===== config.mk =====
export PLATFORM = sky130hd
export DESIGN_NAME = mant_div_seq
export DESIGN_NICKNAME = d
export VERILOG_FILES = /design/src/rtl/mant_div_seq.sv
export SDC_FILE = /design/constraint.sdc
export NUM_CORES = 1
export LEC_CHECK = 0
export CAP_MARGIN = 20
export CORE_MARGIN = 5
export CORE_UTILIZATION = 30
export DETAILED_ROUTE_END_ITERATION = 6
export DONT_BUFFER_PORTS = 1
export MAX_ROUTING_LAYER = met4
export PLACE_DENSITY = 0.44
export SLEW_MARGIN = 10
export SYNTH_ARGS = -nofsm -noshare
export SYNTH_HDL_FRONTEND = slang
export SYNTH_SLANG_ARGS = --single-unit

===== constraint.sdc =====
create_clock -name clk -period 11.6 [get_ports clk]
set_input_delay 0.58 -clock clk [delete_from_list [all_inputs] [get_ports clk]]
set_output_delay 0.58 -clock clk [all_outputs]
set_load 0.05 [all_outputs]

===== src/rtl/mant_div_seq.sv =====
// Sequential restoring mantissa divider: one quotient bit per clock through a WIDTH+1 PE row.
// Build option: define MANT_DIV_EARLY_TERM_EN to finish as soon as the remainder becomes zero.
module mant_div_seq #(
  parameter  int unsigned WIDTH = 24,
  localparam int unsigned QW    = WIDTH + 2
) (
  input  logic             clk,
  input  logic             rst_n,
  input  logic             Start,
  input  logic [WIDTH-1:0] Dividend,
  input  logic [WIDTH-1:0] Divisor,
  input  logic             Ack,
  output logic             Busy,
  output logic             Done,
  output logic [QW-1:0]    Quotient,
  output logic             Sticky,
  output logic             DivZero
);

  localparam int unsigned CW = $clog2(QW + 1);

  typedef enum logic [1:0] {
    IDLE = 2'd0,
    CALC = 2'd1,
    DONE = 2'd2
  } state_t;

  state_t           state_q, state_d;
  logic [WIDTH:0]   r_q, r_d;
  logic [WIDTH-1:0] d_q, d_d;
  logic [QW-1:0]    q_q, q_d;
  logic [CW-1:0]    cnt_q, cnt_d;
  logic             sticky_q, sticky_d;
  logic             dz_q, dz_d;
  logic             busy_q, busy_d;
  logic             done_q, done_d;

  logic [WIDTH:0]   b_ext;
  logic [WIDTH:0]   diff;
  logic [WIDTH:0]   row;
  logic [WIDTH:0]   shifted;
  logic [QW-1:0]    q_next;
  logic             cout;

  assign b_ext = {1'b0, d_q};

  // PE row: ripple R + ~B + 1; the final carry-out selects difference or pass-through in every cell
  always_comb begin : pe_row
    logic c;
    c    = 1'b1;
    diff = '0;
    for (int i = 0; i <= int'(WIDTH); i++) begin
      diff[i] = r_q[i] ^ ~b_ext[i] ^ c;
      c       = (r_q[i] & ~b_ext[i]) | ((r_q[i] ^ ~b_ext[i]) & c);
    end
    cout = c;
  end

  assign row     = cout ? diff : r_q;
  assign shifted = {row[WIDTH-1:0], 1'b0};
  assign q_next  = {q_q[QW-2:0], cout};

  // Next-state and next-output logic
  always_comb begin
    state_d  = state_q;
    r_d      = r_q;
    d_d      = d_q;
    q_d      = q_q;
    cnt_d    = cnt_q;
    sticky_d = sticky_q;
    dz_d     = dz_q;
    busy_d   = 1'b0;
    done_d   = 1'b0;
    unique case (state_q)
      IDLE: begin
        if (Start) begin
          sticky_d = 1'b0;
          if (Divisor[WIDTH-1]) begin
            r_d     = {1'b0, Dividend};
            d_d     = Divisor;
            q_d     = '0;
            cnt_d   = CW'(QW);
            dz_d    = 1'b0;
            state_d = CALC;
            busy_d  = 1'b1;
          end else begin
            q_d     = '1;
            dz_d    = 1'b1;
            state_d = DONE;
            done_d  = 1'b1;
          end
        end
      end
      CALC: begin
        busy_d = 1'b1;
        q_d    = q_next;
        r_d    = shifted;
        cnt_d  = cnt_q - CW'(1);
        if (cnt_q == CW'(1)) begin
          sticky_d = |row;
          state_d  = DONE;
          busy_d   = 1'b0;
          done_d   = 1'b1;
        end
`ifdef MANT_DIV_EARLY_TERM_EN
        else if (shifted == '0) begin
          // Exact result: remaining quotient bits are all zero
          q_d      = q_next << (cnt_q - CW'(1));
          sticky_d = 1'b0;
          state_d  = DONE;
          busy_d   = 1'b0;
          done_d   = 1'b1;
        end
`endif
      end
      DONE: begin
        done_d = 1'b1;
        if (Ack) begin
          state_d = IDLE;
          done_d  = 1'b0;
        end
      end
      default: state_d = IDLE;
    endcase
  end

  // State and registered outputs, synchronous active-low reset
  always_ff @(posedge clk) begin
    if (!rst_n) begin
      state_q  <= IDLE;
      r_q      <= '0;
      d_q      <= '0;
      q_q      <= '0;
      cnt_q    <= '0;
      sticky_q <= 1'b0;
      dz_q     <= 1'b0;
      busy_q   <= 1'b0;
      done_q   <= 1'b0;
    end else begin
      state_q  <= state_d;
      r_q      <= r_d;
      d_q      <= d_d;
      q_q      <= q_d;
      cnt_q    <= cnt_d;
      sticky_q <= sticky_d;
      dz_q     <= dz_d;
      busy_q   <= busy_d;
      done_q   <= done_d;
    end
  end

  assign Busy     = busy_q;
  assign Done     = done_q;
  assign Quotient = q_q;
  assign Sticky   = sticky_q;
  assign DivZero  = dz_q;

endmodule


### Word level (Yosys, flattened, before mapping)

Cells that the tools add are included.

| storage, ports and cells | value |
|---|---|
| output and inout bits | 30 |
| input port bits | 52 |
| bits in registers | 86 |
| logic and storage cells | 200 |

| cells by class | value |
|---|---|
| equal/unequal tests | 7 |
| bitwise gates (word level) | 147 |
| multiplexer cells | 27 |
| add/sub/neg operators | 1 |
| reductions and logical operators | 9 |

Operators with widths:

| kind | number |
|---|---|
| 25-bit two-way mux | 3 |
| 26-bit two-way mux | 2 |
| 26-bit one-hot mux with 2 select lines | 1 |
| 25-bit one-hot mux with 2 select lines | 1 |
| 1-bit bitwise AND | 48 |
| 1-bit bitwise XOR | 48 |
| 1-bit inverter | 26 |
| 1-bit bitwise OR | 25 |
| 25-bit OR reduction | 1 |
| 3-bit AND reduction | 4 |
| 5-bit two-way mux | 2 |
| 5-bit one-hot mux with 2 select lines | 1 |
| 1-bit two-way mux | 9 |
| 2-bit two-way mux | 4 |
| 2-bit != test (second input constant) | 4 |
| 2-bit one-hot mux with 3 select lines | 1 |
| 5-bit by 1-bit equality test with 1-bit output (second input constant) | 1 |
| 5-bit by 1-bit subtractor with 5-bit output (second input constant) | 1 |
| 1-bit one-hot mux with 2 select lines | 2 |
| 2-bit AND reduction | 2 |
| 1-bit one-hot mux with 3 select lines | 1 |
| 2-bit by 1-bit equality test with 1-bit output (second input constant) | 1 |
| 2-bit equality test (second input constant) | 1 |
| 2-bit zero test | 1 |
| 2-bit nonzero test | 1 |

### Logic depth before layout (Yosys ltp)

| depth | value |
|---|---|
| depth after elaboration | 55 |
| gate-level depth with buffers | 35 |
| mapped depth without buffers | 33 |

### Least setup slack after synthesis

No wires, ideal clock.

| timing path | value |
|---|---|
| path kind | reg2reg |
| start point | register r_q[0] |
| end point | register sticky_q, in the netlist Sticky |
| library setup time | 0.131 ns |
| cell stages (with the launch flop) | 34 |
| setup slack | 1.585 ns |
| path buffers | 0 |
| data arrival time | 9.884 ns |
| data required time | 11.469 ns |
| period minus slack after synthesis | 10.015 ns |
| cell sequence | dfxtp_1 -> inv_1 -> ha_1 -> inv_1 -> fa_1 -> inv_1 -> fa_1 -> fa_1 -> fa_1 -> fa_1 -> fa_1 -> fa_1 -> fa_1 -> fa_1 -> fa_1 -> fa_1 -> fa_1 -> fa_1 -> fa_1 -> fa_1 -> fa_1 -> fa_1 -> fa_1 -> fa_1 -> fa_1 -> fa_1 -> fa_1 -> inv_1 -> fa_1 -> nand4b_1 -> nor4_1 -> nand2_1 -> o21ai_0 -> a31oi_1 |

| on the way | value |
|---|---|
| word-level cells in the longest chain between the ends | 54 |
| elaborated cells on any way between the ends | 80 |
| classes of those cells | mux (3); bitwise (76); reduce/logical (1) |

Ends and longest elaborated chain:

| element | RTL line | RTL |
|---|---|---|
| start: declaration | 29 | `logic [WIDTH:0] r_q, r_d;` |
| start signal: assignment | 141 | `r_q <= r_d;` |
| 1-bit bitwise AND or 1-bit bitwise XOR (tied branches) | 54, 53 |  |
| 1-bit bitwise OR | 54 | `c = (r_q[i] & ~b_ext[i]) \| ((r_q[i] ^ ~b_ext[i]) & c);` |
| 1-bit bitwise AND | 54 |  |
| 1-bit bitwise OR | 54 |  |
| 1-bit bitwise AND | 54 |  |
| 1-bit bitwise OR | 54 |  |
| 1-bit bitwise AND | 54 |  |
| 1-bit bitwise OR | 54 |  |
| [... 38 more ...] | -- |  |
| 1-bit bitwise AND | 54 |  |
| 1-bit bitwise OR | 54 |  |
| 1-bit bitwise AND | 54 |  |
| 1-bit bitwise OR | 54 |  |
| 25-bit two-way mux * | 59 | `assign row = cout ? diff : r_q;` |
| 25-bit OR reduction * | 100 | `sticky_d = \|row;` |
| 1-bit two-way mux * | 99 | `if (cnt_q == CW'(1)) begin` |
| 1-bit one-hot mux with 2 select lines * | 74 | `unique case (state_q)` |
| end signal: assignment | 145 | `sticky_q <= sticky_d;` |
| end: declaration | 33 | `logic sticky_q, sticky_d;` |

Mark *: on every way between the ends. The rest lies on a longest branch, timed or not. The select of a mux whose other input is x is not followed.
A chain may end at the register's enable or synchronous reset.

### Final worst setup path

| timing path | value |
|---|---|
| start point | register r_q[0] |
| end point | register r_q[13] |

| on the way | value |
|---|---|
| word-level cells in the longest chain between the ends | 52 |
| elaborated cells on any way between the ends | 54 |
| classes of those cells | mux (2); bitwise (52) |

Ends and longest elaborated chain:

| element | RTL line |
|---|---|
| 1-bit bitwise AND or 1-bit bitwise XOR (tied branches) | 54 |
| 1-bit bitwise OR * | 54 |
| 1-bit bitwise AND * | 54 |
| 1-bit bitwise OR * | 54 |
| 1-bit bitwise AND * | 54 |
| 1-bit bitwise OR * | 54 |
| 1-bit bitwise AND * | 54 |
| 1-bit bitwise OR * | 54 |
| [... 36 more ...] | -- |
| 1-bit bitwise AND | 54 |
| 1-bit bitwise OR | 54 |
| 1-bit bitwise AND | 54 |
| 1-bit bitwise OR | 54 |
| 1-bit bitwise AND | 54 |
| 1-bit bitwise OR | 54 |
| 25-bit two-way mux * | 59 |
| 25-bit one-hot mux with 2 select lines * | 74 |

Mark *: on every way between the ends. The rest lies on a longest branch, timed or not.

==> summary.txt <==
Run status
  – Status: finished, final reports clean

Synthesis
  – Yosys warns: 0
  – Synth unique cells: 39
  – Sequential area share after synthesis: 41.84%
  – Syn_area_per_cell: 8.812 um2
  – Synth Area in XOR/XNOR: 0.8513%
  – Simple-gate area share of the yosys netlist: 14.69%
  – Synth Cell Area: 4115 um2
  – Cells after Synth: 467
  – Synth Register Bits: 86
  – Synth Area in Compound Gates: 22.80%
  – Mux cell area share after synthesis: 0.2432%
  – Largest family of logic cells by synthesized area: compound AO/OA/AOI/OAI gates
  – Syn nets: 545
  – Post-Synth Adder-Cell Area: 12.10%

Global routing
  – Vias in the first global route: 3169
  – Initial antenna violation count: 0
  – Most used routing layer: met2
  – First-pass GRT wire length: 18150 um
  – Largest net degree at the start of global routing: between 50 and 60
  – Met2 GRT Util: 21.11%
  – Total GRT Usage: 14.83%
  – Met3 GRT Util: 5.801%
  – GRT met1 Usage: 19.10%
  – Gr ovfl total: 0

Critical path
  – Critical Path Sink Type: register
  – Arrival @ worst endpoint: 10.86 ns
  – Reg-to-reg startpoint: r_q[0]
  – CP Max Fanout: 31
  – Critical path's largest stage delay: 0.41 ns
  – RR Endpoint: r_q[13]
  – CP Class: reg2reg
  – Critical path data required time: 11.83 ns
  – End of the critical path: r_q[13]
  – Critical path startpoint: r_q[0]
  – CP Launch Type: register
  – Reg2reg setup slack: 0.97 ns
  – Slowest cell on the critical path: fa_1
  – Most Frequent Cell on Critical Path: fa_1
  – R2r worst-path depth: 33

Layout
  – # nets final: 524
  – Finished Layout Cells: 627
  – Final instance area: 4502 um2
  – Area Overhead vs Synth: 9.395%
  – # diodes: 0
  – Layout cell share with drive strength beyond 1: roughly 6.0%
  – Commonest non-fill, non-tap cell in the layout: dfxtp_1
  – Most frequent cells in the layout: 86 x dfxtp_1, 59 x a21oi_1, 56 x nand2_1, 53 x nor2_1, 31 x inv_1

Clock network
  – # hold bufs at CTS: 0
  – Clock-pin transition on the worst setup and hold timing paths: 0.07 ns
  – H-tree Lvls: 3
  – Clock buffer depth: 2
  – CTS resizes: 0
  – Post-CTS setup buffers: 0
  – Num Clock Sinks: 86
  – TritonCTS clock tree: built
  – Number of buffers created by CTS: 9
  – Worst-Skew Late Latency: 0.35 ns
  – Root buffer cell: clkbuf_16

Drt
  – Post-route ant nets: 0
  – Vias per Instance: 5.244
  – DRC violation count after routing: 0
  – Wire length per cell: 18.22 um
  – Initial DRC Count: ~210
  – Routed wire length: 11420 um
  – Total number of vias: between 3k and 4k
  – DR pass1 iterations: 5

Floorplan
  – Ports: 82
  – Initial Utilization: between 30% and 40%
  – Core Region: 13350 um2
  – Rows: 42
  – Die Wd: 127.1 um
  – Die area: about 16000 um2
  – Die height: 127.1 um

Place
  – RePlAce Congestion: 0.7662
  – Post-placement cell count: 610
  – DP HPWL: 8084 um
  – Buffers on Ports: 0
  – Place WS: 1.087 ns
  – Placed Area: 4182 um2

STA
  – Slew @ Worst Pin: between 1 and 1.5 ns
  – Final hold violation count: 0
  – Slew Limit Fails: 0
  – Max Clock Freq: 0.09404 GHz
  – Crit path time final: 10.63 ns
  – Tcrit/Tclk final: 91.67%
  – Setup ws final: 0.9664 ns
  – Setup Skew: slightly above 0.01 ns
  – RSZ-0062 raised after global routing: false
  – Final setup fails: 0
  – Setup TNS: 0 ns
  – Max_slew headroom: a little over a quarter

Worst hold path
  – Hold crit path type: in2reg
  – Hold Path Depth: 1

Job
  – MaxCap Viol Count: 0

Pwr
  – Pwr per Cell Area: slightly above 200 nW/um2
  – Total power: 0.9149 mW
  – Leakage: 1.567 nW
  – Max VDD drop: ~0.065 mV
## critical path, delay by kind of cell, from the launching register on
| family | cells | cell delay, ns |
|---|---|---|
| simple gates | 2 | 0.20 |
| fa+ha+maj | 24 | 8.85 |
| compound gates | 2 | 0.51 |
| flops | 1 | 0.40 |
| buf+inv | 5 | 0.54 |
## layout make-up
| class | count | area (um2) |
|---|---|---|
| fillers | 1408 | 8846 |
| well taps | 176 | 220.2 |
| clock buffers | 9 | 225.2 |
| inverters | 32 | 120.1 |
| flip-flops and latches | 86 | 1722 |
| clock inverters | 7 | 80.08 |
| repair buffers | 5 | 45.04 |
| multi-input cells | 312 | 2090 |
## logic make-up after synthesis
kind of cell    Yosys count
fa+ha+maj                26
compound gates          142
simple gates            139
mux                       1
xor+xnor                  4
buf+inv                  69
flops                    86
## flip-flops by register name (all words and copies together), names as in the netlist
name	count
Quotient	26
r_q	25
d_q	24
cnt_q	5
state_q	2
Busy	1
DivZero	1
Done	1
Sticky	1
## metal layers
layer | wire, um | up-vias
met5 | 0 | -
met4 | 203 | 0
met3 | 987 | 17
met2 | 5029 | 101
met1 | 5201 | 1568
li1 | - | 1602
## per-stage QoR
stage / hold slack [ns] / util, %
3_3_place_gp: 0.4494 / 31.33
2_1_floorplan: 0.4363 / -
5_1_grt: 0.3502 / 33.73
6_report: 0.3524 / 33.73
3_5_place_dp: 0.4472 / 31.33
4_1_cts: 0.3385 / 33.61
## Yosys cell counts
library cell | instances | area, um2
a211oi_1 | 22 | 165.2
nor2b_1 | 1 | 6.260
mux2i_1 | 1 | 10.01
nand4b_1 | 1 | 8.760
buf_6 | 2 | 22.52
nand4_1 | 4 | 25.02
nand2_1 | 56 | 210.2
clkbuf_1 | 16 | 60.06
inv_1 | 31 | 116.4
a221oi_1 | 22 | 192.7
or2_1 | 2 | 12.51
nand2b_1 | 3 | 18.77
and2_1 | 2 | 12.51
o21a_1 | 2 | 15.01
a22oi_1 | 27 | 202.7
o22ai_1 | 1 | 6.260
nand3_1 | 2 | 10.01
a21oi_1 | 59 | 295.3
nor3_1 | 3 | 15.01
a31oi_1 | 2 | 12.51
nor2_1 | 53 | 198.9
buf_2 | 15 | 75.07
xor2_1 | 3 | 26.28
ha_1 | 3 | 37.54
inv_2 | 1 | 3.750
or4b_4 | 1 | 13.76
dfxtp_1 | 86 | 1722
a222oi_1 | 1 | 10.01
xnor2_1 | 1 | 8.760
nor2_2 | 1 | 6.260
or3_1 | 1 | 6.260
o21ai_0 | 3 | 15.01
and4b_1 | 1 | 10.01
buf_4 | 4 | 30.03
o21ai_1 | 1 | 5.000
o21bai_2 | 1 | 11.26
fa_1 | 23 | 460.4
a21o_1 | 1 | 7.510
nor4_1 | 8 | 50.05
## worst min-delay path by stage
stage | end | slack [ns] | startpoint
2_1_floorplan | d_q[1] | 0.44 | d_q[1]
3_3_place_gp | d_q[1] | 0.45 | d_q[1]
3_5_place_dp | d_q[1] | 0.45 | d_q[1]
4_1_cts | Done | 0.34 | rst_n
5_1_grt | Done | 0.35 | rst_n
6_report | Done | 0.35 | rst_n
## power by group
group / switching, mW / leakage (nW) / internal [mW]
clock network: 0.128 / 0.148 / 0.170
logic: 0.143 / 0.715 / 0.0946
registers: 0.0578 / 0.704 / 0.321
total: 0.329 / 1.57 / 0.586
Power figures use the tool's default switching activity.
